--- config.mk ---
export PLATFORM = sky130hd
export DESIGN_NAME = mem_rd_arbiter
export DESIGN_NICKNAME = d
export VERILOG_FILES = /design/src/rtl/mem_rd_arbiter.sv
export SDC_FILE = /design/constraint.sdc
export NUM_CORES = 1
export LEC_CHECK = 0
export CORE_AREA = 2 2 135 137
export CTS_CLUSTER_SIZE = 24
export DETAILED_ROUTE_END_ITERATION = 16
export DIE_AREA = 0 0 137 139
export PLACE_DENSITY_LB_ADDON = 0.12
export SLEW_MARGIN = 30
export SYNTH_ARGS = -nofsm -noshare
export SYNTH_HDL_FRONTEND = slang
export SYNTH_SLANG_ARGS = --single-unit
--- constraint.sdc ---
create_clock -name clk -period 4.3 [get_ports clk]
set_input_delay 0.86 -clock clk [delete_from_list [all_inputs] [get_ports clk]]
set_output_delay 0.86 -clock clk [all_outputs]
set_load 0.005 [all_outputs]
--- src/rtl/mem_rd_arbiter.sv ---
// ---------------------------------------------------------------------------
// mem_rd_arbiter
//
// Shares the single host-memory read channel among four loaders:
//   idx 0 = CPU instruction fetch (INSTR)
//   idx 1 = RNN weight loader     (RNN_W)
//   idx 2 = DNN weight loader     (DNN_W)
//   idx 3 = image loader          (IMAGE)
// Requests are granted round-robin. One read is issued on mem_tx, and the
// arbiter then waits for the matching status on mem_rx_status. It reports
// done, or err on timeout, back to the owner. Only one read is outstanding
// at any time.
//
// Encodings (mem_tx.req_type and mem_rx_status share the numbering):
//   0 = NONE / NONE_VALID, 1 = INSTR, 2 = RNN_W, 3 = DNN_W, 4 = IMAGE
//
// Parameters
//   TIMEOUT_CYCLES  maximum WAIT cycles before the request is abandoned (>=2)
//
// Ports
//   clk            in   1    single clock, rising edge
//   rst            in   1    asynchronous, active-high reset
//   req_valid      in   4    per-requester read request
//   req_addr       in   256  four 64-bit addresses, requester i at [i*64 +: 64]
//   req_ack        out  4    1-cycle pulse: request accepted and issued
//   rsp_done       out  4    1-cycle pulse: matching status received
//   rsp_err        out  4    1-cycle pulse: request timed out
//   mem_tx         out  67   {req_type[2:0], addr[63:0]} to the memory interface
//   mem_rx_status  in   3    response status from the memory interface
//   busy           out  1    high while a request is in ISSUE or WAIT
//   grant_id       out  2    index of the current owner; valid while busy
// ---------------------------------------------------------------------------
module mem_rd_arbiter #(
    parameter int TIMEOUT_CYCLES = 1024
) (
    input  logic         clk,
    input  logic         rst,
    input  logic [3:0]   req_valid,
    input  logic [255:0] req_addr,
    output logic [3:0]   req_ack,
    output logic [3:0]   rsp_done,
    output logic [3:0]   rsp_err,
    output logic [66:0]  mem_tx,
    input  logic [2:0]   mem_rx_status,
    output logic         busy,
    output logic [1:0]   grant_id
);

    localparam int              TIMER_W    = $clog2(TIMEOUT_CYCLES);
    localparam logic [TIMER_W-1:0] TIMER_LAST = TIMER_W'(TIMEOUT_CYCLES - 1);
    localparam logic [2:0]      REQ_NONE   = 3'd0;

    typedef enum logic [1:0] {
        ST_IDLE,
        ST_ISSUE,
        ST_WAIT
    } state_t;

    state_t               state;
    state_t               state_d;

    logic [1:0]           rr_ptr;
    logic [1:0]           rr_ptr_d;
    logic [1:0]           grant_q;
    logic [1:0]           grant_d;
    logic [63:0]          addr_q;
    logic [63:0]          addr_d;
    logic [TIMER_W-1:0]   timer_q;
    logic [TIMER_W-1:0]   timer_d;
    logic [2:0]           tx_type_q;
    logic [2:0]           tx_type_d;
    logic [3:0]           ack_d;
    logic [3:0]           done_d;
    logic [3:0]           err_d;

    logic                 pick_valid;
    logic [1:0]           pick_idx;
    logic [1:0]           cand;
    logic                 status_match;

    // The request type and the address are both held in registers, so
    // mem_tx is a registered output. The address is kept after the issue
    // cycle because the memory side may still look at it during WAIT.
    assign mem_tx   = {tx_type_q, addr_q};
    assign busy     = (state != ST_IDLE);
    assign grant_id = grant_q;

    // Round-robin pick. The search starts at rr_ptr and wraps modulo 4.
    // The 2-bit addition wraps naturally. The first requester found wins,
    // and later candidates cannot override it.
    always_comb begin
        pick_valid = 1'b0;
        pick_idx   = rr_ptr;
        cand       = rr_ptr;
        for (int i = 0; i < 4; i++) begin
            cand = rr_ptr + 2'(i);
            if (!pick_valid && req_valid[cand]) begin
                pick_valid = 1'b1;
                pick_idx   = cand;
            end
        end
    end

    // A response belongs to the current owner only when its status code
    // equals the owner's request type (grant index + 1). Any other code,
    // including NONE_VALID, is treated as noise.
    always_comb begin
        status_match = (mem_rx_status == ({1'b0, grant_q} + 3'd1));
    end

    // Next-state and next-output logic. Every output pulse is computed one
    // cycle ahead and registered, so req_ack/mem_tx appear in the ISSUE
    // cycle, and rsp_done/rsp_err appear in the IDLE cycle that follows the
    // deciding WAIT cycle. The match test comes before the timeout test, so
    // a match on the last allowed WAIT cycle still counts as done.
    always_comb begin
        state_d   = state;
        rr_ptr_d  = rr_ptr;
        grant_d   = grant_q;
        addr_d    = addr_q;
        timer_d   = timer_q;
        tx_type_d = REQ_NONE;
        ack_d     = 4'b0000;
        done_d    = 4'b0000;
        err_d     = 4'b0000;

        case (state)
            ST_IDLE: begin
                if (pick_valid) begin
                    state_d         = ST_ISSUE;
                    grant_d         = pick_idx;
                    addr_d          = req_addr[{pick_idx, 6'd0} +: 64];
                    rr_ptr_d        = pick_idx + 2'd1;
                    tx_type_d       = {1'b0, pick_idx} + 3'd1;
                    ack_d[pick_idx] = 1'b1;
                end
            end

            ST_ISSUE: begin
                timer_d = '0;
                state_d = ST_WAIT;
            end

            ST_WAIT: begin
                if (status_match) begin
                    done_d[grant_q] = 1'b1;
                    timer_d         = '0;
                    state_d         = ST_IDLE;
                end else if (timer_q == TIMER_LAST) begin
                    err_d[grant_q] = 1'b1;
                    timer_d        = '0;
                    state_d        = ST_IDLE;
                end else begin
                    timer_d = timer_q + 1'b1;
                end
            end

            default: begin
                state_d = ST_IDLE;
            end
        endcase
    end

    // State register. On reset the arbiter returns to IDLE immediately.
    // Any request in flight is dropped, and a status that arrives later
    // lands in IDLE, where it is ignored.
    always_ff @(posedge clk or posedge rst) begin
        if (rst) begin
            state <= ST_IDLE;
        end else begin
            state <= state_d;
        end
    end

    // Datapath and registered outputs. Because the reset is asynchronous,
    // every output drops to zero as soon as rst rises, without waiting for
    // a clock edge.
    always_ff @(posedge clk or posedge rst) begin
        if (rst) begin
            rr_ptr    <= 2'd0;
            grant_q   <= 2'd0;
            addr_q    <= 64'd0;
            timer_q   <= '0;
            tx_type_q <= REQ_NONE;
            req_ack   <= 4'b0000;
            rsp_done  <= 4'b0000;
            rsp_err   <= 4'b0000;
        end else begin
            rr_ptr    <= rr_ptr_d;
            grant_q   <= grant_d;
            addr_q    <= addr_d;
            timer_q   <= timer_d;
            tx_type_q <= tx_type_d;
            req_ack   <= ack_d;
            rsp_done  <= done_d;
            rsp_err   <= err_d;
        end
    end

endmodule

==> results.py <==
metrics = {
    "setup_path": {
        "ff2ff_setup_slack_ns": 1.83,
        "crit_required_ns": 4.59,
        "r2r_end": "timer_q[3]",
        "r2r-start": "grant_id[0]",
        "critPathMaxFanout": 54,
        "arrival_ns": 3.35,
        "endpoint_kind": "flop",
        "rr_worst_depth": 8,
        "crit_path_start_kind": "primary input",
        "worstSetupPathType": "primary input to flop",
    },
    "timing": {
        "setup_viol": 0,
        "setup_tns_ns": 0,
        "timing.final.crit_share": 0.713,
        "fin_crit_ns": 3.06,
        "fmax_mhz": 326,
        "skew_ns": 0.00749,
        "rsz0062_at_grt": "no",
        "slew_viol_final": 0,
        "layout_setup_ws_ns": 1.24,
        "finalHoldViolCount": 0,
        "max-slew-margin-rel": 0.610,
        "max_slew.worst_pin.slew_ns": 0.583,
    },
    "pwr": {
        "power.total_w": 0.00614,
        "netSwitchingPower_w": 0.00261,
        "p_comb_frac": 0.624,
        "p_sw_frac": 0.425,
        "p_int_w": 0.00353,
        "leakage_nw": 4.01,
        "clock_power_share": 0.135,
        "power_density_mw_per_mm2": 583,
        "ir_worst_vdd_uv": 328,
        "p_seq_frac": 0.240,
    },
    "drt": {
        "routed-via-count": 6437,
        "wirelength_um": 22700,
        "drtIter0Drc": 334,
        "dr.pass1.iters": 4,
        "post-route-drc-count": 0,
        "routedWlPerCell_um": 18.7,
        "routed_via_density": 5.32,
        "detail-route-antenna-nets": 0,
    },
    "cts": {
        "cts_tree": "yes",
        "clock_latency_ns": 0.36,
        "numCtsBuffers": 9,
        "clk_pin_slew_worst_paths_ns": 0.07,
        "clock-root-buffer": "clkbuf_16",
        "cts_resized": 0,
        "clockBufferDepth": 2,
        "post_cts_buffers": 0,
        "htreeDepth": 3,
        "postCtsHoldBufs": 0,
        "clock-sinks": 94,
    },
    "grt": {
        "grt_pass1_vias": 6452,
        "gr-total-overflow": 0,
        "grt_max_degree": 95,
        "grt_pass1_wl_um": 35300,
        "grt_antenna_before_repair": 0,
        "grt_usage": 0.237,
    },
    "layout": {
        "final_nets": 1251,
        "fin_util": 0.597,
        "diodes": 0,
        "final_area_mm2": 0.0105,
        "syn2layout_area_growth_pct": 57.1,
        "fillers": 1547,
        "drive_above_1_share": 0.174,
    },
    "synth": {
        "synth.distinct_cells": 49,
        "yosys_warnings": 0,
        "avgSynthCellArea_um2": 10.0,
        "netlist_instances": 669,
        "ys.flop_type": "dfrtp_1",
        "synth.most_common_cell": "nand3_1",
        "yosys.area.top_type": "dfrtp_1",
        "synthTopCellsByArea": "dfrtp_1 (35%), a221oi_2 (13%), mux2_1 (11%), nand3_1 (10%), a21oi_2 (7.8%)",
        "ys_seq_area_frac": 0.350,
        "synth_common_cells": "nand3_1 (136), dfrtp_1 (94), nor2_1 (75), mux2_1 (64)",
        "synth.ff_latch_count": 94,
        "synth_edf_count": 0,
        "async_flop_share": 1.00,
        "yosysTopAreaCellShare": 0.350,
        "netlist_area_mm2": 0.00671,
        "synth_nets": 943,
    },
    "floorplanning": {
        "core_area_mm2": 0.0177,
        "die_x_um": 137,
        "io_pins": 347,
        "initial_utilization": 0.380,
        "die_h_um": 139,
        "die-area_mm2": 0.0190,
        "placementRows": 49,
    },
    "placed_design": {
        "hpwl_um": 16100,
        "pre_cts_slack_ns": 0.873,
        "port_buffers": 346,
        "gp_congestion": 0.825,
        "placed_area_mm2": 0.0102,
    },
    "status": {
        "status": "finished clean",
    },
    "worst_hold_path": {
        "hold_depth": 1,
        "whs_endpoint": "timer_q[0]",
        "hold_start": "timer_q[0]",
        "worstHoldPathType": "flop to flop",
    },
    "job": {
        "maxCapViolCount": 0,
    },
}
## logic make-up after synthesis
| family | count (synthesis) | share of synthesized area |
|---|---|---|
| DFF | 94 | 0.350 |
| muxes | 66 | 0.111 |
| xor gates and xnor gates | 5 | 0.00652 |
| and+or+nand+nor | 252 | 0.182 |
| buffers and inverters | 81 | 0.0794 |
| adders and majority gates | 9 | 0.0168 |
| AOI/OAI and AO/OA | 162 | 0.254 |
## worst max-delay path, stage by stage
cell             delay [ns]
clkdlybuf4s50_1        0.60
and3b_1                0.29
or4_4                  0.37
buf_4                  0.54
nand3_1                0.16
mux2_1                 0.34
a21oi_2                0.13
## worst max-delay path by stage
stage | start | endpoint | slack [ns] | cells past startpoint
2_1_floorplan | rst | addr_q[0] | 0.99 | 1
3_3_place_gp | req_valid[0] | addr_q[8] | 0.93 | 7
3_5_place_dp | req_valid[3] | addr_q[4] | 0.87 | 7
4_1_cts | req_valid[3] | addr_q[4] | 1.26 | 7
5_1_grt | req_valid[3] | addr_q[56] | 1.05 | 7
6_report | req_valid[3] | addr_q[7] | 1.24 | 7
## state kept, by name, indices dropped and copies added, names as in the netlist
signal / cells
addr_q: 64
timer_q: 10
req_ack: 4
rsp_done: 4
rsp_err: 4
grant_id: 2
rr_ptr: 2
state: 2
tx_type_q: 2
## layout by cell type (no fill, tap or decap), types with 2 or more instances in the layout
cell / count
dfrtp_1: 94
nand2_1: 10
a21oi_1: 9
buf_4: 15
ha_1: 9
o21ai_1: 2
inv_1: 11
xnor2_1: 2
clkbuf_16: 9
a221oi_1: 4
nand2b_1: 3
o2bb2ai_1: 2
nor2b_1: 4
and2_1: 3
xor2_1: 3
inv_6: 2
mux2_1: 64
buf_12: 4
nor3_1: 8
a221oi_2: 60
clkdlybuf4s50_1: 346
a21oi_2: 60
nand3_1: 136
o31ai_1: 2
o21ai_0: 11
nor2_1: 74
o21ai_4: 2
a31oi_1: 2
clkinv_8: 2
## routing by layer
| metal | GRT usage | up-vias | wire length (um) |
|---|---|---|---|
| li1 | - | 3086 | - |
| met1 | 0.294 | 3076 | 9210 |
| met2 | 0.398 | 232 | 11300 |
| met3 | 0.0537 | 43 | 1530 |
| met4 | 0.0890 | 0 | 680 |
| met5 | 0 | - | 0 |
## area by class of cell
type | instances | area (um^2) | share of cell area
inverter | 12 | 47.5 | 0.00451
tap | 229 | 287 | 0.0272
sequential | 94 | 2350 | 0.223
clock inverter | 7 | 77.6 | 0.00736
clock buffer | 9 | 225 | 0.0214
multi-input combinational | 494 | 3870 | 0.367
timing repair buffer | 366 | 3680 | 0.349
## power groups by stage
stage,Clock [W],Sequential (W),Combinational [W]
after floorplan,0,0.00148,0.00243
after global placement,0,0.00147,0.00382
after detailed placement,0,0.00149,0.00385
after CTS,0.000853,0.00148,0.00386
after global routing,0.000885,0.00153,0.00418
final,0.000832,0.00147,0.00384
## metrics by stage
stage                     hold WS (ns)  cells
after detailed placement         0.502   1194
final                            0.508   1211
after global placement           0.497   1194
after CTS                        0.513   1210
after global routing             0.521   1211
after floorplan                  0.476    669
No activity file was read; power rests on OpenSTA's default activity.
